$ cat src/rtl/ddr4_reset_n_seq_pkg.sv
// ---------------------------------------------------------------------------
// ddr4_reset_n_seq_pkg
// Shared definitions for the DDR4 RESET_N power-up sequencer:
//   - seq_state_t      : sequencer FSM state encoding
//   - DEF_T_*          : default phase lengths in fabric clock cycles
//   - FAST_T_*         : shortened phase lengths used when the build defines
//                        DDR4_RST_SEQ_FAST_SIM_EN
//   - eff_cycles()     : maps a requested phase length of 0 onto 1 cycle
// ---------------------------------------------------------------------------
package ddr4_reset_n_seq_pkg;

    typedef enum logic [2:0] {
        IDLE     = 3'd0,
        IOD_RST  = 3'd1,
        DL_LOAD  = 3'd2,
        RST_HOLD = 3'd3,
        CKE_WAIT = 3'd4,
        DONE     = 3'd5
    } seq_state_t;

    localparam int unsigned DEF_T_IOD_RST  = 8;
    localparam int unsigned DEF_T_RST_HOLD = 40000;   // 200 us at 200 MHz
    localparam int unsigned DEF_T_CKE_WAIT = 100000;  // 500 us at 200 MHz
    localparam int unsigned DEF_CNT_W      = 17;

    localparam int unsigned FAST_T_RST_HOLD = 64;
    localparam int unsigned FAST_T_CKE_WAIT = 128;

    // A phase cannot last zero cycles: the FSM always spends at least one
    // cycle in a state it enters.
    function automatic int unsigned eff_cycles(input int unsigned t);
        return (t == 0) ? 32'd1 : t;
    endfunction

endpackage

$ cat src/rtl/ddr4_reset_n_seq_timer.sv
// ---------------------------------------------------------------------------
// ddr4_rst_seq_timer
// Loadable down-counter that times one sequencer phase.
// Loading N-1 on state entry makes done rise in the N-th cycle of the phase.
// The counter holds at zero instead of wrapping.
// Ports:
//   clk       in  fabric clock
//   rst       in  asynchronous active-high reset (counter -> 0)
//   load      in  load load_val on this edge (takes priority over counting)
//   load_val  in  CNT_W  value to load (phase length - 1)
//   done      out count has reached zero
// ---------------------------------------------------------------------------
module ddr4_rst_seq_timer #(
    parameter int unsigned CNT_W = 17
) (
    input  logic             clk,
    input  logic             rst,
    input  logic             load,
    input  logic [CNT_W-1:0] load_val,
    output logic             done
);

    logic [CNT_W-1:0] count_reg;

    always_ff @(posedge clk or posedge rst) begin
        if (rst) begin
            count_reg <= '0;
        end else if (load) begin
            count_reg <= load_val;
        end else if (count_reg != '0) begin
            count_reg <= count_reg - 1'b1;
        end
    end

    assign done = (count_reg == '0);

endmodule

$ cat src/rtl/ddr4_reset_n_seq.sv
// ---------------------------------------------------------------------------
// ddr4_reset_n_seq
// DDR4 RESET_N / CKE power-up sequencer driving the RESET_N pad through an
// IOD serializer. Sequence: IDLE -> IOD_RST -> DL_LOAD -> RST_HOLD ->
// CKE_WAIT -> DONE. FORCE_RESET from DONE or CKE_WAIT re-enters RST_HOLD.
//
// Build option: defining DDR4_RST_SEQ_FAST_SIM_EN shortens RST_HOLD to 64
// cycles and CKE_WAIT to 128 cycles; IOD_RST keeps its parameter value.
//
// Ports:
//   FAB_CLK                    in   fabric clock
//   ARST                       in   asynchronous active-high reset
//   INIT_REQ                   in   start request (level accepted in IDLE)
//   FORCE_RESET                in   re-assert RESET_N from DONE / CKE_WAIT
//   DELAY_LINE_OUT_OF_RANGE_0  in   IOD delay-line status
//   TX_DATA_0                  out  4  RESET_N serializer lanes (bit 0 first)
//   OE_DATA_0                  out  4  pad output-enable lanes
//   TX_SYNC_RST / RX_SYNC_RST  out  IOD synchronous resets
//   DELAY_LINE_LOAD_0          out  one-cycle delay-line load pulse
//   DELAY_LINE_MOVE_0          out  tied 0
//   DELAY_LINE_DIRECTION_0     out  tied 0
//   ODT_EN_0                   out  tied 0
//   CKE_EN                     out  CKE may be driven high
//   INIT_DONE                  out  sequence complete
//   DL_ERR                     out  sticky delay-line out-of-range flag
// ---------------------------------------------------------------------------
module ddr4_reset_n_seq
    import ddr4_reset_n_seq_pkg::*;
#(
    parameter int unsigned T_IOD_RST  = DEF_T_IOD_RST,
    parameter int unsigned T_RST_HOLD = DEF_T_RST_HOLD,
    parameter int unsigned T_CKE_WAIT = DEF_T_CKE_WAIT,
    parameter int unsigned CNT_W      = DEF_CNT_W
) (
    input  logic       FAB_CLK,
    input  logic       ARST,
    input  logic       INIT_REQ,
    input  logic       FORCE_RESET,
    input  logic       DELAY_LINE_OUT_OF_RANGE_0,
    output logic [3:0] TX_DATA_0,
    output logic [3:0] OE_DATA_0,
    output logic       TX_SYNC_RST,
    output logic       RX_SYNC_RST,
    output logic       DELAY_LINE_LOAD_0,
    output logic       DELAY_LINE_MOVE_0,
    output logic       DELAY_LINE_DIRECTION_0,
    output logic       ODT_EN_0,
    output logic       CKE_EN,
    output logic       INIT_DONE,
    output logic       DL_ERR
);

    localparam int unsigned IOD_RST_CYC = eff_cycles(T_IOD_RST);
`ifdef DDR4_RST_SEQ_FAST_SIM_EN
    localparam int unsigned RST_HOLD_CYC = FAST_T_RST_HOLD;
    localparam int unsigned CKE_WAIT_CYC = FAST_T_CKE_WAIT;
`else
    localparam int unsigned RST_HOLD_CYC = eff_cycles(T_RST_HOLD);
    localparam int unsigned CKE_WAIT_CYC = eff_cycles(T_CKE_WAIT);
`endif

    localparam logic [CNT_W-1:0] IOD_RST_LOAD  = CNT_W'(IOD_RST_CYC - 1);
    localparam logic [CNT_W-1:0] RST_HOLD_LOAD = CNT_W'(RST_HOLD_CYC - 1);
    localparam logic [CNT_W-1:0] CKE_WAIT_LOAD = CNT_W'(CKE_WAIT_CYC - 1);

    seq_state_t       state_reg, state_next;
    logic             timer_load;
    logic [CNT_W-1:0] timer_val;
    logic             timer_done;

    // Output flops. Their next values are decoded from state_next so each
    // output changes on the same edge as the state it belongs to.
    logic reset_n_reg,   reset_n_next;
    logic oe_reg,        oe_next;
    logic sync_rst_reg,  sync_rst_next;
    logic dl_load_reg,   dl_load_next;
    logic cke_en_reg,    cke_en_next;
    logic init_done_reg, init_done_next;
    logic dl_err_reg;

    ddr4_rst_seq_timer #(
        .CNT_W (CNT_W)
    ) u_timer (
        .clk      (FAB_CLK),
        .rst      (ARST),
        .load     (timer_load),
        .load_val (timer_val),
        .done     (timer_done)
    );

    always_ff @(posedge FAB_CLK or posedge ARST) begin
        if (ARST) begin
            state_reg     <= IDLE;
            reset_n_reg   <= 1'b0;
            oe_reg        <= 1'b0;
            sync_rst_reg  <= 1'b1;
            dl_load_reg   <= 1'b0;
            cke_en_reg    <= 1'b0;
            init_done_reg <= 1'b0;
            dl_err_reg    <= 1'b0;
        end else begin
            state_reg     <= state_next;
            reset_n_reg   <= reset_n_next;
            oe_reg        <= oe_next;
            sync_rst_reg  <= sync_rst_next;
            dl_load_reg   <= dl_load_next;
            cke_en_reg    <= cke_en_next;
            init_done_reg <= init_done_next;
            dl_err_reg    <= dl_err_reg | DELAY_LINE_OUT_OF_RANGE_0;
        end
    end

    always_comb begin
        state_next = state_reg;
        timer_load = 1'b0;
        timer_val  = '0;

        case (state_reg)
            IDLE:     if (INIT_REQ)   state_next = IOD_RST;
            IOD_RST:  if (timer_done) state_next = DL_LOAD;
            DL_LOAD:                  state_next = RST_HOLD;
            RST_HOLD: if (timer_done) state_next = CKE_WAIT;
            CKE_WAIT: begin
                if (FORCE_RESET)      state_next = RST_HOLD;
                else if (timer_done)  state_next = DONE;
            end
            DONE:     if (FORCE_RESET) state_next = RST_HOLD;
            default:                  state_next = IDLE;
        endcase

        // Every state entry restarts the phase timer; all re-entries of
        // RST_HOLD come from a different state, so a change test suffices.
        timer_load = (state_next != state_reg);
        case (state_next)
            IOD_RST:  timer_val = IOD_RST_LOAD;
            RST_HOLD: timer_val = RST_HOLD_LOAD;
            CKE_WAIT: timer_val = CKE_WAIT_LOAD;
            default:  timer_val = '0;
        endcase

        // RESET_N and CKE_EN are both decoded from the same next state, so
        // CKE_EN can only be high in a state where RESET_N is high.
        reset_n_next   = (state_next == CKE_WAIT) || (state_next == DONE);
        oe_next        = (state_next != IDLE);
        sync_rst_next  = (state_next == IDLE) || (state_next == IOD_RST);
        dl_load_next   = (state_next == DL_LOAD);
        cke_en_next    = (state_next == DONE);
        init_done_next = (state_next == DONE);
    end

    // All four serializer lanes come from one flop, so RESET_N can never
    // toggle within a fabric cycle.
    genvar gi;
    generate
        for (gi = 0; gi < 4; gi++) begin : g_lane
            assign TX_DATA_0[gi] = reset_n_reg;
            assign OE_DATA_0[gi] = oe_reg;
        end
    endgenerate

    assign TX_SYNC_RST            = sync_rst_reg;
    assign RX_SYNC_RST            = sync_rst_reg;
    assign DELAY_LINE_LOAD_0      = dl_load_reg;
    assign DELAY_LINE_MOVE_0      = 1'b0;
    assign DELAY_LINE_DIRECTION_0 = 1'b0;
    assign ODT_EN_0               = 1'b0;
    assign CKE_EN                 = cke_en_reg;
    assign INIT_DONE              = init_done_reg;
    assign DL_ERR                 = dl_err_reg;

endmodule

$ cat config.mk
export PLATFORM = sky130hd
export DESIGN_NAME = ddr4_reset_n_seq
export DESIGN_NICKNAME = d
export VERILOG_FILES = /design/src/rtl/ddr4_reset_n_seq_pkg.sv /design/src/rtl/ddr4_reset_n_seq_timer.sv /design/src/rtl/ddr4_reset_n_seq.sv
export SDC_FILE = /design/constraint.sdc
export NUM_CORES = 1
export LEC_CHECK = 0
export CORE_AREA = 2 2 81 83
export DETAILED_ROUTE_END_ITERATION = 10
export DIE_AREA = 0 0 83 85
export GPL_TIMING_DRIVEN = 1
export SYNTH_ARGS = -nofsm -noshare
export SYNTH_HDL_FRONTEND = slang
export SYNTH_SLANG_ARGS = --single-unit
$ cat constraint.sdc
create_clock -name FAB_CLK -period 5.2 [get_ports FAB_CLK]
set_input_delay 0.78 -clock FAB_CLK [delete_from_list [all_inputs] [get_ports FAB_CLK]]
set_output_delay 0.78 -clock FAB_CLK [all_outputs]
set_load 0.05 [all_outputs]
==> impl_results.md, run 1 <==
- Max_cap viols: 0
- Crit-path slowest cell: clkdlybuf4s50_1
- Area of placed instances: between 1500 and 2000 um^2
- Post-DP HPWL: between 2000 and 2500 um
- Switch share: about two fifths
- Yosys top cell by area: dfrtp_1
- Peak supply drop: ~140 uV
- Worst EP required: ~4.4 ns
- Register area: around 650 um^2
- CP Launch Type: register
- Hold Buf Count CTS: 0
- Yosys reg bits: 26
- Internal Power: approximately 470 uW
- CTS tree: done
- DRT Wirelength: slightly above 3000 um
- Antenna Nets Post-Route: 0
- Reg power frac: 48.5%
- First-pass GRT wire length: 5319 um
- DRC: 0
- Area of the multi-input gates: 737.0 um^2
- Final hold viol count: 0
- Clock buffer depth: 2
- Final setup fails: 0
- Kind of critical path: register to output port
- Static Leak: around 0.66 nW
- Worst-path clk slew: approximately 0.09 ns
- Boundary Pins: 22
- CTS Buf Count: 3
- Slew margin rel.: 33.62%
- Clock Skews: about 0.0021 ns
- Top FF cell, synth: dfrtp_1
- CP endpoint kind: output port
- Cell at the root of the clock tree: clkbuf_8
- Initial core utilization: between 20% and 30%
- All-Layer GR Usage: ~9%
- Reg2reg path depth: 7
- Core Region: 6205 um^2
- Worst hold-check path type: register to register
- Combinational power share: around a third
- Post-CTS setup buffers: 0
- Synth Warn #: 0
- Largest net degree at the start of global routing: 27
- Die area: between 7000 and 8000 um^2
- Crit path buf inv count: 1
- H-tree levels: 1
- Critical path depth: 1
- Worst-Skew Late Latency: about 0.27 ns
- Cells along the critical path: clkdlybuf4s50_1
- GPL Wtd Cong: about 0.88
- Status: complete, no violations
- Crit path largest cell delay: 0.79 ns
- Share of cells above drive strength 1: between 10 and 15%
- Max Freq: approximately 420 MHz
- Number of global-route vias before repair: 1095
- Pre-CTS setup slack: 2.776 ns
- Clock sink total: 26
- Largest cells by area after synthesis: dfrtp_1 (41%), buf_4 (7.0%), xnor2_1 (5.2%)
- CP top delay family: buffers and inverters
- Post-synth cell types: 48
- CP max FO: 2
- Period utilization: 45.67%
- Initial antenna violation count: 0
- Final Power: roughly 770 uW
- Area Overhead vs Synth: 14.76%
- Via density: between 4 and 5
- Top cell type's share of synthesized area: between 40% and 50%
- Drt first-iter violations: 80
- FILL cells: roughly 640
- Max-slew violations: 0
- Worst hold path depth: 1
- Max reg flops: 17
- Worst slew pin tran: just under 1 ns
- Synth Area per Inst: around 10 um^2
- Via count: roughly 1100
- Avg WL per Cell: roughly 13 um
- Cells after synthesis: 150
- Clock network power share: 17.4%
- Post-Synthesis Cell Area: roughly 1500 um^2
- DRT Pass-1 Iters: 4
- Final worst slack: 2.825 ns
- PwrDens: 446.1 nW/um^2
- Minimum clock period: roughly 2.4 ns
- R2R Setup Slk: roughly 3 ns
- DIE HEIGHT: approximately 85 um
- Antenna diode count: 0
- Setup TNS: 0 ns
- I/O Buffers: 18
- Nets@finish: between 150 and 200
- Async SR Flop Fraction: 100.0%
- RSZ-0062 raised after global routing: no
- Worst EP arrival: around 1.6 ns
- Post-synthesis sequential area ratio: 43.20%
- Post-synth EDFFs: 0
- Switch Pwr: about 310 uW
- Post-route cell area: about 1700 um^2
- Post-CTS sizing: 0
- # rows: 29
- Total grt overflow: 0
- Die Wd: between 80 and 90 um
-- per-layer routing --
layer | track usage (%) | vias to the layer above | share of wire, %
met1 | 12.18 | 552 | 48
met4 | 3.130 | 0 | 0.98
met2 | 15.69 | 24 | 47
li1 | - | 541 | -
met3 | 1.362 | 4 | 3.6
met5 | 0 | - | 0
-- cells in the mapped netlist, types with 2 or more instances --
cell	count
a21oi_1	3
nor2_1	14
a31oi_1	2
ha_1	2
xnor2_1	9
mux2i_1	2
xor2_1	2
a21boi_0	2
inv_1	3
nor4_1	6
clkbuf_1	3
dfrtp_1	25
nand3_1	2
o21ai_0	12
o31ai_1	5
a311o_1	2
nor4_4	2
nor3b_1	2
nand3b_1	2
buf_4	14
nand2_1	9
-- cell usage in the layout, fill, tap and decap left out, types with 3 or more instances in the layout --
| master | count |
|---|---|
| nor4_1 | 6 |
| xnor2_1 | 9 |
| nand2_1 | 9 |
| clkdlybuf4s50_1 | 18 |
| clkbuf_8 | 4 |
| dfrtp_1 | 25 |
| o31ai_1 | 5 |
| a21oi_1 | 3 |
| nor2_1 | 14 |
| conb_1 | 3 |
| o21ai_0 | 12 |
| inv_1 | 3 |
-- stage by stage --
| step | cells | utilization (%) | hold WS [ns] |
|---|---|---|---|
| final | 234 | 27.91 | 0.4733 |
| after global routing | 234 | 27.91 | 0.4996 |
| after CTS | 234 | 27.91 | 0.4832 |
| after detailed placement | 230 | 27.02 | 0.4585 |
| after global placement | 230 | 27.02 | 0.4604 |
| after floorplan | 152 | - | 0.5373 |
-- cell type report --
cell class | instances | area share [%]
Multi-Input combinational cell | 106 | 42.56
Sequential cell | 26 | 37.64
Timing Repair Buffer | 18 | 10.40
Tap cell | 77 | 5.564
Clock buffer | 4 | 3.179
Inverter | 3 | 0.6503
-- cell families (layout without fill, tap and decap cells) --
| family | Yosys count | in the layout | share of synthesized area (%) |
|---|---|---|---|
| and+or+nand+nor | 52 | 52 | 22.22 |
| adders and majority gates | 2 | 2 | 1.658 |
| other | 1 | 3 | 0.2485 |
| AOI/OAI and AO/OA | 36 | 36 | 16.50 |
| buffers and inverters | 20 | 25 | 8.458 |
| DFF | 26 | 26 | 43.20 |
| xor gates and xnor gates | 11 | 11 | 6.385 |
| muxes | 2 | 2 | 1.327 |
-- power by group through the flow --
stage / logic [mW] / clock network (mW) / registers (mW)
6_report: 0.263 / 0.134 / 0.375
5_1_grt: 0.296 / 0.148 / 0.386
3_3_place_gp: 0.262 / 0 / 0.376
4_1_cts: 0.267 / 0.141 / 0.374
2_1_floorplan: 0.215 / 0 / 0.365
3_5_place_dp: 0.265 / 0 / 0.379
-- worst paths after layout --
| path | from | endpoint |
|---|---|---|
| worst max-delay path | RX_SYNC_RST | TX_SYNC_RST |
| worst min-delay path | DL_ERR | DL_ERR |
| worst min register to register | DL_ERR | DL_ERR |
| max in group asynchronous | ARST | u_timer.count_reg[14] |
| min in group asynchronous | ARST | state_reg[0] |
| worst max register to register | u_timer.count_reg[0] | u_timer.count_reg[7] |
(Power assumes the default switching activity.)
==> inputs of run 2 (changes only) <==
Clock period 5.2 ns to 2 ns, I/O delays scaled along.
==> run 2 against run 1 <==
  * Critical path depth is 6 higher
  * Via count is 5.4% higher
  * Non-clock buffer count is 13 higher
  * Worst setup slack worse by 2.7 ns
  * Core utilization is 1.8 points higher
  * Routed wire length is 9.5% higher
  * Clock skew is 0.0029 ns higher
  * Cell area is 6.6% higher
  * Worst hold slack worse by 0.098 ns
  * Clock-buffer cell count stayed put
  * Global-route usage is 0.18 points higher
  * Sequential power grew to 2.6 times the previous value
  * Critical path type is now register to register
  * Largest cell class unchanged
==> impl_results.md, run 2 (same netlist as run 1, synthesis figures left out) <==
- CTS Buf Count: 3 (unchanged)
- Die Wd: 83 um (unchanged)
- Slew margin rel.: 65.19% (+32 points)
- Worst EP arrival: 2.06 ns (+0.47 ns)
- Switch Pwr: 855.9 uW (+180%)
- Share of cells above drive strength 1: 18.24% (+7.4 points)
- DRT Pass-1 Iters: 4 (unchanged)
- Crit. Startpoint: u_timer.count_reg[0]
- Total grt overflow: 0 (unchanged)
- PwrDens: 1141 nW/um^2 (+160%)
- Setup TNS: 0 ns (unchanged)
- Die area: 7055 um^2 (unchanged)
- Area Overhead vs Synth: 22.31%
- RR Startpoint: u_timer.count_reg[0]
- Peak supply drop: 333.3 uV (+140%)
- Worst-path clk slew: 0.09 ns (about the same)
- CP endpoint kind: register
- Area of the multi-input gates: 763.2 um^2 (+3.6%)
- # rows: 29 (unchanged)
- Kind of critical path: register to register
- First-pass GRT wire length: 5444 um (+2.4%)
- Worst hold-check path type: input port to async pin
- Worst slew pin tran: 0.5178 ns (-0.4769 ns)
- Max_cap viols: 0 (unchanged)
- Via count: 1181 (+5.4%)
- Clock network power share: 14.7% (-2.7 points)
- Reg2reg path depth: 7 (unchanged)
- Number of global-route vias before repair: 1172 (+7.0%)
- Register area: 651.9 um^2 (unchanged)
- Final setup fails: 0 (unchanged)
- DRC: 0 (unchanged)
- Antenna Nets Post-Route: 0 (unchanged)
- GPL Wtd Cong: 0.8524 (-3.2%)
- DIE HEIGHT: 85 um (unchanged)
- Worst-Skew Late Latency: 0.28 ns (about the same)
- Worst hold margin: 0.3750 ns (-0.09832 ns)
- Max-slew violations: 0 (unchanged)
- Commonest non-fill, non-tap cell in the layout: dfrtp_1
- Core Region: 6205 um^2 (unchanged)
- Clock Skews: 0.005009 ns (+0.002905 ns)
- Reg power frac: 45.9% (-2.6 points)
- Static Leak: 0.7266 nW (+9.4%)
- Worst EP required: 2.16 ns (-2.26 ns)
- CP max FO: 7 (+5)
- CP Launch Type: register
- Largest net degree at the start of global routing: 27 (unchanged)
- FILL cells: 646 (+0.47%)
- Initial antenna violation count: 0 (unchanged)
- Nets@finish: 178 (+7.9%)
- DRT Wirelength: 3350 um (+9.5%)
- Initial core utilization: 24.32% (unchanged)
- Cell at the root of the clock tree: clkbuf_8
- Max reg flops: 17 (unchanged)
- Internal Power: 1.251 mW (+170%)
- Hold Buf Count CTS: 0 (unchanged)
- Status: complete, no violations
- Antenna diode count: 0 (unchanged)
- Avg WL per Cell: 13.56 um (+3.7%)
- Final hold viol count: 0 (unchanged)
- Most frequent cells in the layout: dfrtp_1 (25), clkdlybuf4s50_1 (18), nor2_1 (14)
- I/O Buffers: 18 (unchanged)
- Clock sink total: 26 (unchanged)
- All-Layer GR Usage: 9.443% (+0.18 points)
- H-tree levels: 1 (unchanged)
- Via density: 4.781 (-0.19%)
- Drt first-iter violations: 71 (-11%)
- Minimum clock period: roughly 1.9 ns
- Switch share: 40.63% (+0.94 points)
- R2R Setup Slk: 0.10 ns (-2.89 ns)
- Max Freq: around 530 MHz
- Reg2reg end: u_timer.count_reg[1]
- Clock buffer depth: 2 (unchanged)
- Post-DP HPWL: 2398 um (+4.2%)
- Boundary Pins: 22 (unchanged)
- Period utilization: ~95%
- Combinational power share: 39.4% (+5.3 points)
- CTS tree: done
-- run 2: how the worst max path moves through the flow --
stage / endpoint / cells after the start
3_5_place_dp: u_timer.count_reg[16] / 7
2_1_floorplan: u_timer.count_reg[1] / 7
4_1_cts: u_timer.count_reg[16] / 7
5_1_grt: u_timer.count_reg[1] / 7
6_report: u_timer.count_reg[1] / 7
3_3_place_gp: u_timer.count_reg[9] / 7
-- run 2: final cells by class --
class / instances / area share, %
tap: 77 / 5.220
multi-input combinational: 106 / 41.36
sequential: 26 / 35.32
inverter: 3 / 0.6102
timing repair buffer: 31 / 15.05
clock buffer: 4 / 2.441
-- run 2: metal layers --
layer  up-vias  global-route usage (%)  wire length, um
met5         -                       0                0
met4         0                   3.726               71
met3         8                   1.751              172
met2        34                   16.20             1628
li1        563                       -                -
met1       576                   11.78             1478
-- run 2: timing repair --
| action | 4_1_cts | 5_1_grt |
|---|---|---|
| setup buffers | 0 | 4 |
| pin swaps | 0 | 3 |
| gates resized for setup | 0 | 5 |
| endpoints found under the setup margin | 4 | 15 |
| cloned | 0 | 0 |
-- run 2: power by group through the flow --
stage	Combinational [mW]	Clock, mW	Sequential [mW]
floorplan	0.559	0	0.949
global placement	0.775	0	0.960
detailed placement	0.780	0	0.963
CTS	0.785	0.318	0.955
global route	0.915	0.332	0.999
finish	0.829	0.310	0.967
-- run 2: worst max-delay path: stages, from the launching register on --
cell and delay, ns:
dfrtp_1 0.39, inv_1 0.09, ha_1 0.18, nor4b_4 0.33, nand4_4 0.22, a21oi_4 0.21
nor3_1 0.06, a311o_1 0.31
-- run 2: metrics by stage --
| step | area (um^2) | cells | setup slack [ns] | util, % | power [mW] |
|---|---|---|---|---|---|
| floorplan | 1516 | 152 | 0.1293 | - | 1.508 |
| global placement | 1744 | 239 | 0.06369 | 28.11 | 1.735 |
| detailed placement | 1744 | 239 | -0.001211 | 28.11 | 1.743 |
| CTS | 1789 | 243 | -0.009778 | 28.84 | 2.059 |
| global route | 1846 | 247 | -0.01533 | 29.74 | 2.246 |
| finish | 1846 | 247 | 0.1004 | 29.74 | 2.106 |
==> inputs of run 3 (changes only) <==
Settings changed: ABC_AREA set to 1, CORE_AREA 2 2 81 83 to 2 2 87 89, CTS_CLUSTER_SIZE set to 28, DIE_AREA 0 0 83 85 to 0 0 89 91, TNS_END_PERCENT set to 10.
==> run 3 against run 2 <==
  * Critical path depth is 9 higher
  * Synthesized area is 15% higher
  * Synthesized cell count is 49% higher
  * Die area is 15% higher
  * Largest cell class unchanged
==> impl_results.md, run 3 <==
- Reg2reg path depth: 16 (+9)
- Cells after synthesis: 223 (+49%)
- Top cell type's share of synthesized area: 35.92% (-5.5 points)
- Via density: 4.275 (-11%)
- Largest net degree at the start of global routing: 27 (unchanged)
- Async SR Flop Fraction: 100.0% (unchanged)
- Clock buffer depth: 2 (unchanged)
- Max_cap viols: 0 (unchanged)
- Static Leak: 1.028 nW (+41%)
- CP top delay family: simple AND/OR/NAND/NOR gates
- Final setup fails: 0 (unchanged)
- Final hold viol count: 0 (unchanged)
- CP max FO: 4 (-3)
- Simple-Gate Fraction of Synth Area: 32.83% (+11 points)
- CTS tree: done
- Peak supply drop: 927.7 uV (+180%)
- Cells along the critical path: inv_2, ha_4, inv_2, nor2_2, nand2_1, nor2_2, nand2_4, a21oi_4, nand3_2, nand2_4, nand3_4, buf_6, nand2_4, nand2_2, nand2_1, nand2_1
- Drt first-iter violations: 46 (-35%)
- Crit. Startpoint: u_timer.count_reg[1]
- Crit path largest cell delay: 0.40 ns (about the same)
- H-tree levels: 1 (unchanged)
- Worst-path clk slew: 0.09 ns (about the same)
- Die Wd: 89 um (+7.2%)
- Clock Skews: 0.003933 ns (-0.001077 ns)
- Antenna diode count: 0 (unchanged)
- Post-synthesis sequential area ratio: 37.43% (-5.8 points)
- Switch Pwr: 1.859 mW (+120%)
- Total grt overflow: 0 (unchanged)
- Main combinational cell family by area after synthesis: simple AND/OR/NAND/NOR gates
- Setup TNS: 0 ns (unchanged)
- Nets@finish: 254 (+43%)
- Area Overhead vs Synth: 26.08%
- CTS Buf Count: 3 (unchanged)
- Commonest non-fill, non-tap cell in the layout: nand2_1
- All-Layer GR Usage: 10.56% (+1.1 points)
- RSZ-0062 raised after global routing: yes
- Post-synth EDFFs: 0 (unchanged)
- Synth top cells by count: nand2_1 (37), inv_1 (29), dfrtp_1 (25)
- DIE HEIGHT: 91 um (+7.1%)
- First-pass GRT wire length: 6913 um (+27%)
- Final Power: 3.751 mW (+78%)
- Minimum clock period: 1.968 ns (+0.06858 ns)
- Clock sink total: 26 (unchanged)
- Max reg flops: 17 (unchanged)
- Post-Synthesis Cell Area: 1742 um^2 (+15%)
- GPL Wtd Cong: 0.8263 (-3.1%)
- Post-DP HPWL: 3011 um (+26%)
- Yosys reg bits: 26 (unchanged)
- Period utilization: 98.41% (+3.4 points)
- Share of cells above drive strength 1: 26.42% (+8.2 points)
- Core Region: 7137 um^2 (+15%)
- Yosys top cell by area: dfrtp_1
- Initial core utilization: 24.40% (+0.085 points)
- Top FF cell, synth: dfrtp_1
- Boundary Pins: 22 (unchanged)
- I/O Buffers: 18 (unchanged)
- Internal Power: 1.893 mW (+51%)
- Antenna Nets Post-Route: 0 (unchanged)
- CP endpoint kind: register
- Die area: 8099 um^2 (+15%)
- Cell at the root of the clock tree: clkbuf_8
- Worst-Skew Late Latency: 0.27 ns (about the same)
- Via count: 1475 (+25%)
- Worst hold margin: 0.3781 ns (+0.003141 ns)
- Crit path buf inv count: 3 (+2)
- Crit-path slowest cell: dfrtp_1
- Max Freq: 508.1 MHz (-3.5%)
- DRC: 0 (unchanged)
- PwrDens: 1708 nW/um^2 (+50%)
- Worst slew pin tran: 0.4982 ns (-0.01952 ns)
- DRT Pass-1 Iters: 4 (unchanged)
- Slew margin rel.: 66.68% (+1.5 points)
- Status: complete, no violations
- RR Startpoint: u_timer.count_reg[1]
- Synth Area per Inst: 7.810 um^2 (-22%)
- Fraction of synthesized area in multiplexers: 0% (-1.3 points)
- Post-Synth XOR/XNOR Area: 7.040% (+0.66 points)
- Worst EP required: 2.17 ns (about the same)
- Most frequent cell after synthesis: nand2_1
- Avg WL per Cell: 11.39 um (-16%)
- Synth Warn #: 0 (unchanged)
- Most frequent cells in the layout: nand2_1 (32), inv_1 (26), dfrtp_1 (25)
- # rows: 31 (+6.9%)
- Number of global-route vias before repair: 1509 (+29%)
- Initial antenna violation count: 0 (unchanged)
- Post-synthesis adder-cell area fraction: 1.437% (-0.22 points)
- Switch share: 49.55% (+8.9 points)
- DRT Wirelength: 3931 um (+17%)
- Critical path depth: 16 (+9)
- Complex-gate fraction of the synthesized area: 6.466% (-10 points)
- Max-slew violations: 0 (unchanged)
- Reg power frac: 23.6% (-22 points)
- Worst EP arrival: 2.14 ns (+0.08 ns)
- Post-synth cell types: 28 (-42%)
- Combinational power share: 67.1% (+28 points)
- Largest cells by area after synthesis: dfrtp_1 (36%), nand2_1 (8.0%), buf_4 (6.5%)
- Clock network power share: 9.2% (-5.5 points)
- Worst hold-check path type: input port to async pin
- Kind of critical path: register to register
- CP Launch Type: register
-- run 3: metal layers --
layer	GRT usage (%)	up-vias	part of all wire (%)
met4	3.607	0	1.7
met5	0	-	0
met1	14.52	693	45
met2	17.41	36	49
li1	-	739	-
met3	0.6364	7	3.5
-- run 3: per-stage QoR --
step / setup slack (ns) / utilization [%] / instance area, um^2 / cells
3_5_place_dp: -0.02636 / 28.65 / 2044 / 340
4_1_cts: 0.01142 / 29.89 / 2133 / 345
3_3_place_gp: 0.02780 / 28.65 / 2044 / 340
6_report: 0.03186 / 30.77 / 2196 / 345
5_1_grt: -0.09521 / 30.77 / 2196 / 345
2_1_floorplan: 0.09438 / - / 1749 / 225
-- run 3: worst paths after layout --
| kind | endpoint | slack (ns) |
|---|---|---|
| min in group FAB_CLK | DL_ERR | 0.48 |
| hold reg to reg | DL_ERR | 0.48 |
| max in group asynchronous | RX_SYNC_RST | 1.33 |
| setup / recovery | u_timer.count_reg[1] | 0.03 |
| setup reg to reg | u_timer.count_reg[1] | 0.03 |
| hold / removal | state_reg[0] | 0.38 |
-- run 3: timing repair --
| item | CTS | global route |
|---|---|---|
| hold buffers | 0 | 0 |
| setup endpoints to repair | 4 | 17 |
| setup buffers | 1 | 0 |
| resized for setup | 7 | 19 |
| gates cloned | 0 | 0 |
| pin swaps | 4 | 8 |
-- run 3: cell type report --
type	count	area, um^2
clock buffers	4	55.05
inverters	30	115.1
multi-input cells	151	918.4
fillers	776	4941
flip-flops and latches	26	651.9
well taps	99	123.9
repair buffers	35	331.6
-- run 3: cells by family (layout without fill, tap and decap cells) --
family / count (synthesis) / in the layout
other: 1 / 3
adders and majority gates: 2 / 2
xor gates and xnor gates: 14 / 14
AOI/OAI and AO/OA: 19 / 19
buffers and inverters: 48 / 69
DFF: 26 / 26
and+or+nand+nor: 113 / 113
-- run 3: worst min-delay path: stages --
cell and delay [ns]:
clkdlybuf4s50_1 0.40, inv_1 0.05, buf_4 0.31
-- run 3: power groups by stage --
stage                     Clock (mW)  Combinational (mW)  Sequential (mW)
after global placement             0                2.27            0.902
after floorplan                    0                1.81            0.911
final                          0.346                2.52            0.886
after detailed placement           0                2.31            0.904
after global routing           0.371                2.77            0.912
after CTS                      0.350                2.36            0.884
==> edit, RTL diff (config.mk and constraints of run 2) <==
Register the output `DL_ERR` once more, with the module's reset; this adds one clock of latency there. The other outputs are not delayed to match.
--- a/src/rtl/ddr4_reset_n_seq.sv
+++ b/src/rtl/ddr4_reset_n_seq.sv
@@ -168,3 +168,9 @@
     assign INIT_DONE              = init_done_reg;
-    assign DL_ERR                 = dl_err_reg;
+    always_ff @(posedge FAB_CLK or posedge ARST) begin
+        if (ARST) begin
+            DL_ERR <= '0;
+        end else begin
+            DL_ERR <= dl_err_reg;
+        end
+    end
 
Check against the original RTL: not equivalent (Yosys sat finds a counterexample within 4 cycles, from zero or initial values and one cycle with ARST high).
==> edit against run 2 <==
  * Power fell by 0.67%
  * Largest cell class unchanged
  * Sequential power fell by 6.2%
  * Worst setup slack got worse by 86 ps
  * Sequential cell count rose by 1
  * Maximum frequency fell by 4.3%
  * Hold slack improved by 5.8 ps
  * Final area rose by 1.2%
  * Routed wire length fell by 5.1%
  * Count of clock-buffer cells in the layout fell by 1
  * Synthesized area fell by 0.91%
  * First-iteration DRC count fell by 61%
  * Synthesized cell count rose by 6.7%
==> edit: results (changes against run 2) <==
- Placed cell area: 0.001743 mm^2 (about the same)
- Number of diodes: 0 (unchanged)
- Fin cells: 261 (+5.7%)
- Htree depth: 1 (unchanged)
- Largest net degree at the start of global routing: 28 (+3.7%)
- Synth warnings: 0 (unchanged)
- Initial antenna violation count: 0 (unchanged)
- RD Place Congestion: 0.8559 (+0.41%)
- Crit path DAT: 2180 ps (+120 ps)
- DR pass1 iterations: 4 (unchanged)
- Final net count: 192 (+7.9%)
- Critical-path top delay cell: or4b_4
- Placed insts: 253 (+5.9%)
- Final hold violations: 0 (unchanged)
- CP Max Fanout: 6 (-1)
- Cell family with most CP delay: simple AND/OR/NAND/NOR gates
- Worst IR Drop VDD: 396.1 uV (+19%)
- Largest cells by area after synthesis: dfrtp_1, xnor2_1, buf_4
- Pleak: 0.7717 nW (+6.2%)
- Number of flip-flops in the largest register: 17 (unchanged)
- Reg clk slew, reported paths: 90 ps (about the same)
- Layout cells sized above 1: 21.74% (+3.5 points)
- Avg Cell Area, Syn: 9.345 um^2 (-7.1%)
- Int Pwr: 1.318 mW (+5.4%)
- Fin util: 30.09% (+0.34 points)
- Worst min-delay path category: primary input to asynchronous set/reset pin
- DR iter-0 viols: 28 (-61%)
- Max clock buf depth: 2 (unchanged)
- Vias/cell: 4.521 (-5.4%)
- CTS root buffer: clkbuf_8
- Fill cells: 640 (-0.93%)
- Clk_lat worst skew: between 200 and 300 ps
- Post-synthesis sequential area ratio: 45.27% (+2.1 points)
- GR Util All Layers: 9.196% (-0.25 points)
- Status: finished, final reports clean
- Wire per inst: 12.18 um (-10%)
- Port Buffer Count: 18 (unchanged)
- Vias in the first global route: 1143 (-2.5%)
- Synth top cells by count: dfrtp_1, nor2_1, buf_4, o21ai_0
- Worst slew pin tran: 500.9 ps (-16.90 ps)
- First-pass GRT wire length: 5382 um (-1.1%)
- Total clock buffers created by CTS: 3 (unchanged)
- CP max stage delay: 450 ps (+60 ps)
- Ys async rst share: 100.0% (unchanged)
- Number of distinct library cells after synthesis: 41 (-15%)
- Clk_skew: 6.251 ps (+1.241 ps)
- Post-DP HPWL: 2327 um (-2.9%)
- Dpl ws: -32.25 ps (-31.03 ps)
## edit: cell types whose count changed after synthesis, sizes merged, moves of 2 or more
cell and change:
nand3 +4, buf +2, a311o -2, nor2 +3
o21ai +2, nand2b +2, nor3 +7, mux2i -2
o31ai -4, nand2 +3, xnor2 +3, nor4 -3
## edit: final timing paths
check | from | cells past startpoint | slack, ps | endpoint
min reg2reg | dl_err_reg | 0 | 380 | DL_ERR
max | u_timer.count_reg[0] | 8 | 10 | u_timer.count_reg[3]
min in group FAB_CLK | dl_err_reg | 0 | 380 | DL_ERR
min | ARST | 3 | 380 | DL_ERR
max in group asynchronous | ARST | 3 | 1320 | RX_SYNC_RST
max reg2reg | u_timer.count_reg[0] | 8 | 10 | u_timer.count_reg[3]
## edit: final cells by class
class / instances / area share (%)
timing repair buffer: 36 / 17.16
sequential: 27 / 36.26
inverter: 4 / 0.8043
multi-input combinational: 113 / 38.14
clock inverter: 1 / 0.2681
clock buffer: 3 / 2.212
tap: 77 / 5.161
## edit: logic make-up after synthesis
logic type,count (synthesis),share of synthesized area (%)
and+or+nand+nor,66,22.51
DFF,27,45.27
AOI/OAI and AO/OA,26,10.29
buffers and inverters,22,10.46
xor gates and xnor gates,15,8.787
adders and majority gates,2,1.673
other,1,0.2508
muxes,1,0.7531
## edit: worst register-to-register path, stage by stage (launching register included)
cell and delay [ps]:
dfrtp_1 390, inv_2 80, ha_4 120, or4b_4 450, and4b_2 340, buf_6 140, o21ai_0 80, buf_4 180
a31oi_1 140
## edit: metal layers
| metal | routed length [um] | global-route usage, % |
|---|---|---|
| met5 | 0 | 0 |
| met4 | 27 | 2.235 |
| met3 | 175 | 2.529 |
| met2 | 1506 | 15.25 |
| met1 | 1469 | 11.96 |
## edit: what timing repair did
action | CTS | global route
hold buffers | 0 | 0
pin swaps | 3 | 4
resized for setup | 9 | 8
endpoints found under the setup margin | 3 | 13
gates cloned | 0 | 1
buffers inserted | 3 | 0
## edit: power by group through the flow
| stage | Sequential [mW] | Combinational, mW | Clock, mW |
|---|---|---|---|
| 2_1_floorplan | 0.884 | 0.501 | 0 |
| 3_3_place_gp | 0.907 | 0.751 | 0 |
| 3_5_place_dp | 0.909 | 0.764 | 0 |
| 5_1_grt | 0.931 | 0.953 | 0.343 |
| 4_1_cts | 0.906 | 0.848 | 0.320 |
| 6_report | 0.907 | 0.876 | 0.309 |
